[src/rtl/barrel_shifter_pipe.sv]
// Pipelined barrel shifter: one registered mux stage per shift-amount bit,
// valid/ready on both sides, carry-out and zero flags aligned with the result.
module barrel_shifter_pipe #(
  parameter  int WIDTH = 8,
  localparam int SHW   = $clog2(WIDTH)
) (
  input  logic             CLK,
  input  logic             RST,
  input  logic             IN_VALID,
  output logic             IN_READY,
  input  logic [WIDTH-1:0] DIN,
  input  logic [SHW-1:0]   SEL,
  input  logic [2:0]       MODE,
  output logic             OUT_VALID,
  input  logic             OUT_READY,
  output logic [WIDTH-1:0] DOUT,
  output logic             CARRY,
  output logic             ZERO
);

  localparam logic [2:0] MODE_SLL = 3'b000;
  localparam logic [2:0] MODE_SRL = 3'b001;
  localparam logic [2:0] MODE_SRA = 3'b010;
  localparam logic [2:0] MODE_ROL = 3'b011;
  localparam logic [2:0] MODE_ROR = 3'b100;

  // One stage: returns {carry, data}. The carry of a shifting stage is the last
  // bit it pushes out, which is also the overall last bit out after earlier stages.
  function automatic logic [WIDTH:0] shift_stage(input logic [WIDTH-1:0] d,
                                                 input logic [2:0]       mode,
                                                 input logic             en,
                                                 input logic             c_in,
                                                 input int               amt);
    logic [WIDTH-1:0] r;
    logic [WIDTH-1:0] tmp;
    logic             c;
    r   = d;
    c   = c_in;
    tmp = {WIDTH{1'b0}};
    if (en) begin
      case (mode)
        MODE_SLL: begin
          r   = d << amt;
          tmp = d >> (WIDTH - amt);
          c   = tmp[0];
        end
        MODE_SRL: begin
          r   = d >> amt;
          tmp = d >> (amt - 1);
          c   = tmp[0];
        end
        MODE_SRA: begin
          r   = $unsigned($signed(d) >>> amt);
          tmp = d >> (amt - 1);
          c   = tmp[0];
        end
        MODE_ROL: begin
          r = (d << amt) | (d >> (WIDTH - amt));
          c = 1'b0;
        end
        MODE_ROR: begin
          r = (d >> amt) | (d << (WIDTH - amt));
          c = 1'b0;
        end
        default: begin
          r = d;
          c = 1'b0;
        end
      endcase
    end else begin
      r = d;
      c = c_in;
    end
    return {c, r};
  endfunction

  logic             valid_r [SHW];
  logic [WIDTH-1:0] data_r  [SHW];
  logic [2:0]       mode_r  [SHW];
  logic [SHW-1:0]   sel_r   [SHW];
  logic             carry_r [SHW];
  logic             zero_r;

  logic             src_valid [SHW];
  logic [WIDTH-1:0] src_data  [SHW];
  logic [2:0]       src_mode  [SHW];
  logic [SHW-1:0]   src_sel   [SHW];
  logic             src_carry [SHW];
  logic [WIDTH:0]   nxt       [SHW];

  logic advance;

  assign advance  = !valid_r[SHW-1] || OUT_READY;
  assign IN_READY = advance;

  for (genvar k = 0; k < SHW; k++) begin : g_stage
    localparam int AMT = 1 << k;
    if (k == 0) begin : g_head
      assign src_valid[k] = IN_VALID;
      assign src_data[k]  = DIN;
      assign src_mode[k]  = MODE;
      assign src_sel[k]   = SEL;
      assign src_carry[k] = 1'b0;
    end else begin : g_body
      assign src_valid[k] = valid_r[k-1];
      assign src_data[k]  = data_r[k-1];
      assign src_mode[k]  = mode_r[k-1];
      assign src_sel[k]   = sel_r[k-1];
      assign src_carry[k] = carry_r[k-1];
    end
    assign nxt[k] = shift_stage(src_data[k], src_mode[k], src_sel[k][k], src_carry[k], AMT);
  end

  // Whole pipe moves together; a stall freezes every stage and the flags.
  always_ff @(posedge CLK) begin
    if (RST) begin
      for (int k = 0; k < SHW; k++) begin
        valid_r[k] <= 1'b0;
        data_r[k]  <= {WIDTH{1'b0}};
        mode_r[k]  <= 3'b000;
        sel_r[k]   <= {SHW{1'b0}};
        carry_r[k] <= 1'b0;
      end
      zero_r <= 1'b0;
    end else if (advance) begin
      for (int k = 0; k < SHW; k++) begin
        valid_r[k] <= src_valid[k];
        data_r[k]  <= nxt[k][WIDTH-1:0];
        mode_r[k]  <= src_mode[k];
        sel_r[k]   <= src_sel[k];
        carry_r[k] <= nxt[k][WIDTH];
      end
      zero_r <= (nxt[SHW-1][WIDTH-1:0] == {WIDTH{1'b0}});
    end else begin
      zero_r <= zero_r;
    end
  end

  assign OUT_VALID = valid_r[SHW-1];
  assign DOUT      = data_r[SHW-1];
  assign CARRY     = carry_r[SHW-1];
  assign ZERO      = zero_r;

endmodule

[config.mk]
export PLATFORM = sky130hd
export DESIGN_NAME = barrel_shifter_pipe
export DESIGN_NICKNAME = d
export VERILOG_FILES = /design/src/rtl/barrel_shifter_pipe.sv
export SDC_FILE = /design/constraint.sdc
export NUM_CORES = 1
export LEC_CHECK = 0
export CAP_MARGIN = 30
export CORE_AREA = 2 2 89 91
export CTS_CLUSTER_SIZE = 40
export DETAILED_ROUTE_END_ITERATION = 8
export DIE_AREA = 0 0 91 93
export MAX_ROUTING_LAYER = met4
export PLACE_DENSITY_LB_ADDON = 0.3
export SYNTH_ARGS = -nofsm -noshare
export SYNTH_HDL_FRONTEND = slang
export SYNTH_SLANG_ARGS = --single-unit
[constraint.sdc]
create_clock -name CLK -period 3.18 [get_ports CLK]
set_input_delay 0.636 -clock CLK [delete_from_list [all_inputs] [get_ports CLK]]
set_output_delay 0.636 -clock CLK [all_outputs]
set_load 0.01 [all_outputs]
## Word-level counts from Yosys, hierarchy flattened

Memory sizes are Yosys's and may differ from the RTL's.
Cells that the tools add are included.

| word-level totals | value |
|---|---|
| flip-flop bits (word level) | 1 |
| RAM bits | 48 |
| input port bits | 18 |
| output and inout bits | 12 |
| word-level logic and storage cells | 80 |
| memories kept | 5 |

| cells by class | value |
|---|---|
| eq/ne operators | 12 |
| muxes and demuxes | 32 |
| bitwise operators | 20 |
| reduce and logical (&&, ||, !) cells | 10 |

Memory list:

| name | depth | bits a word | read ports | clocked after memory_dff | write ports | RTL line | text |
|---|---|---|---|---|---|---|---|
| data_r | 3 | 8 | 3 | 0 | 3 | 78 | `logic [WIDTH-1:0] data_r [SHW];` |
| mode_r | 3 | 3 | 2 | 0 | 3 | 79 | `logic [2:0] mode_r [SHW];` |
| sel_r | 3 | 3 | 2 | 0 | 3 | 80 | `logic [SHW-1:0] sel_r [SHW];` |
| carry_r | 3 | 1 | 3 | 0 | 3 | 81 | `logic carry_r [SHW];` |
| valid_r | 3 | 1 | 3 | 0 | 3 | 77 | `logic valid_r [SHW];` |

Operators by type and width:

| kind | count |
|---|---|
| one-hot mux 8 bit (5 select lines) | 2 |
| 2-to-1 mux 8 bit | 6 |
| one-hot mux 8 bit (4 select lines) | 1 |
| equality test 3 x 2 -> 1 bit (second input constant) | 6 |
| 2-to-1 mux 3 bit | 6 |
| OR 1 bit | 15 |
| 2-to-1 mux 1 bit | 14 |
| equality test 3 x 1 -> 1 bit (second input constant) | 3 |
| equality test 3 bit (second input constant) | 3 |
| logical NOT 3 bit | 3 |
| logical NOT 8 bit | 1 |
| OR 4 x 8 -> 8 bit | 1 |
| OR 6 x 8 -> 8 bit | 1 |
| OR 7 x 8 -> 8 bit | 1 |
| OR 8 x 1 -> 8 bit | 1 |
| OR 8 x 2 -> 8 bit | 1 |
| OR reduction 2 bit | 4 |
| one-hot mux 1 bit (2 select lines) | 3 |
| logical NOT 1 bit | 1 |
| logical OR 1 bit | 1 |

## Logic depth before layout (Yosys ltp)

An unclocked memory read counts as a cell.

| logic depth | value |
|---|---|
| depth in word-level cells | 7 |
| depth in mapped cells | 7 |
| mapped depth without buffers | 5 |

## Worst setup path after synthesis

Ideal clock, no wire load.

| timing path | value |
|---|---|
| path kind | input -> register |
| start | input port OUT_READY |
| end | memory carry_r[0][0] (enable) |
| setup time | 0.394 ns |
| data arrival time | 1.667 ns |
| required time | 2.786 ns |
| slack | 1.119 ns |
| stages | 3 |
| path buffers | 0 |
| cell sequence | nand2b_1 nor2_1 inv_1 |

RTL lines:

| element | RTL line | text |
|---|---|---|
| start: declaration | 15 | `input logic OUT_READY,` |
| end: declaration | 81 |  |

## Worst setup path in the final report

| timing path | value |
|---|---|
| start | input port OUT_READY |
| end | output port IN_READY |

| between the ends | value |
|---|---|
| word-level cells in the longest chain between the ends | 1 |

Ends and longest elaborated chain:

| element | RTL line | text |
|---|---|---|
| logical OR 1 bit | 93 | `assign advance = !valid_r[SHW-1] \|\| OUT_READY;` |
| end: declaration | 10 | `output logic IN_READY,` |

No other way between the ends.

==> impl_metrics.ini <==
[status]
status = complete, no violations

[timing]
finClkSkew_ps = 4.87
fin_hold_ws_ps = 491
finalSetupTns_ps = 0
fin_crit_ps = 2410
post-route-period-util_pct = 75.6
setup_ws_ps = 774
timing.final.hold_violations = 0
slew_headroom_pct = 54.5
finalMaxSlewViolations = 0
setup_violations = 0
rsz0062_at_grt = no
max_slew.worst_pin.slew_ps = 683
fmax_ghz = 0.416

[placement]
dp_worst_setup_slack_ps = 638
port-buffer-count = 29
globalplace.congestion = 0.844
post-dp-hpwl_um = 3580

[cts]
cts_setup_buffers = 0
cts.hold.buffers_added = 0
cts_sinks = 40
clock_latency_ps = 290
path_clk_slew_ps = 70
numCtsBuffers = 5
cts-root-buf = clkbuf_8
cts_resized = 0
htree_levels = 2
clk_path_buf_depth = 2
cts_tree = yes

[detailed_routing]
drt_wl_total_um = 5090
drt-pass1-iter-count = 4
wl_per_cell_um = 13.9
drc_errors = 0
via_count = 1938
first_iter_violations = 129
via_per_inst = 5.30
antenna_left = 0

[global_route]
grt_usage_pct = 12.8
grt_pass1_wl_um = 8580
grt_overflow = 0
antenna_found_initial = 0
grt_max_degree = 31
grt_pass1_vias = 1790

[worst_setup_path]
cp-endpoint = IN_READY
reg2reg_depth = 5
crit_path_max_fanout = 4
critPathCaptureType = primary output
r2r_start = mode_r[0][3]
rrSetupSlack_ps = 1040
crit_start = OUT_READY
cp_data_required_time_ps = 2540
arrival_ps = 1770
startpoint_type = primary input
worstSetupPathType = in2out
r2r-end = ZERO

[synth]
synthMuxAreaShare_pct = 6.96
yosysWarnings = 0
synth_xor_area_share_pct = 1.33
syn_nets = 269
synth_area_leader_cell = edfxtp_1
yosysTopAreaCellShare_pct = 46.2
synth_top_family_by_area = compound AO/OA/AOI/OAI gates
syn_inst = 251
yosys.area_share.simple_pct = 13.2
ys_ff_latch = 40
syn_area_um2 = 2540
synth_area_per_cell_um2 = 10.1
yosys_most_used_dff = edfxtp_1
synth_fa_ha_area_share_pct = 1.18
ys_types = 48
synth_compound_area_share_pct = 22.9
yosys-top-cells-area = edfxtp_1 46%, mux2_2 5.8%, a21oi_1 4.9%, o21ai_0 3.9%, o22ai_1 3.5%
synthArstFlopShare_pct = 0
synth_edf_count = 39
yosysSeqAreaShare_pct = 47.0

[floorplan]
io_pins = 30
fp-row-count = 32
core_um2 = 7530
die_y_um = 93
fp.dieArea_um2 = 8460
initial_utilization_pct = 33.7
die_w_um = 91

[final_layout]
area_growth_pct = 14.7
n_antenna_cell = 0
fill_cells = 775
multiInputGateArea_um2 = 1160
drive_above_1_share_pct = 12.1
regArea_um2 = 1190
nets = 281

[power_and_ir_drop]
power_density_nw_per_um2 = 430
leakagePower_nw = 1.04
vdd.ir_drop.worst_uv = 162

[hold_path]
hold_path_class = reg2reg

[flow_run]
maxCapViolations = 0
[layout by cell type, fill, tap and decap left out, types with 2 or more instances in the layout]
master and instances:
nand2b_1 5, o21ai_0 20, o22a_1 3, maj3_1 3, o32ai_1 3, nand2_1 16
clkdlybuf4s50_1 29, o21ai_1 5, or2b_1 2, a222oi_1 3, mux2_2 13, nor2b_1 4
edfxtp_1 39, a32oi_1 2, o22ai_1 14, and2_1 12, nor2_1 16, mux2i_1 3
o221a_2 2, clkbuf_8 5, inv_1 9, clkinv_2 2, a21oi_1 25, a22oi_1 3
or2_2 2
[sequential cells by signal, indices dropped and copies added (netlist names)]
register	cells
carry_r	3
valid_r	3
data_r	24
sel_r	3
mode_r	6
ZERO	1
[per-layer routing]
metal	vias up	track usage, %	routed length, µm
met5	-	-	0
met3	9	2.74	233
met2	59	22.7	2610
met4	0	4.55	86
li1	960	-	-
met1	910	14.3	2160
[metrics by stage]
stage | power (W) | std cells | cell area, µm² | util (%)
after floorplan | 0.000862 | 251 | 2540 | -
after detailed placement | 0.000938 | 358 | 2830 | 37.5
after CTS | 0.00126 | 366 | 2910 | 38.6
after global routing | 0.00132 | 366 | 2910 | 38.6
after global placement | 0.000934 | 358 | 2830 | 37.5
final | 0.00125 | 366 | 2910 | 38.6
[synth_stat cells (2+ instances only)]
| master | instances |
|---|---|
| a21oi_1 | 25 |
| a222oi_1 | 3 |
| a22oi_1 | 3 |
| a32oi_1 | 2 |
| and2_1 | 12 |
| buf_2 | 4 |
| buf_4 | 8 |
| buf_6 | 3 |
| clkbuf_1 | 10 |
| edfxtp_1 | 39 |
| inv_1 | 9 |
| maj3_1 | 3 |
| mux2_2 | 13 |
| mux2i_1 | 3 |
| nand2_1 | 16 |
| nand2b_1 | 5 |
| nor2_1 | 16 |
| nor2b_1 | 4 |
| o21ai_0 | 20 |
| o21ai_1 | 5 |
| o221a_2 | 2 |
| o22a_1 | 3 |
| o22ai_1 | 14 |
| o32ai_1 | 3 |
| or2_2 | 2 |
| or2b_1 | 2 |
[cell families after synthesis]
logic type,after synthesis
fa+ha+maj,3
simple gates,63
compound gates,91
buf+inv,35
flops,40
mux,16
xor+xnor,3
[critical path: stages]
cell	delay, ps
clkdlybuf4s50_1	440
nand2b_1	140
clkdlybuf4s50_1	550
[how the worst min path moves through the flow]
stage	slack, ps	start	cells past startpoint	end
2_1_floorplan	490	ZERO	2	ZERO
5_1_grt	540	ZERO	2	ZERO
3_5_place_dp	480	ZERO	2	ZERO
4_1_cts	500	ZERO	2	ZERO
6_report	490	ZERO	2	ZERO
3_3_place_gp	460	ZERO	2	ZERO
[layout make-up]
type / instances / share of cell area [%]
timing repair buffer: 31 / 10.9
multi-input combinational: 176 / 39.7
clock inverter: 3 / 0.473
sequential: 40 / 40.9
clock buffer: 5 / 2.37
inverter: 9 / 1.16
tap: 102 / 4.39
[report_power, final]
group / total, W / leakage [nW] / switching, W / internal (W)
Sequential: 0.000682 / 0.467 / 0.0000546 / 0.000627
Combinational: 0.000247 / 0.525 / 0.000115 / 0.000132
Clock: 0.000323 / 0.0453 / 0.000174 / 0.000149
Power figures use the tool's default switching activity.
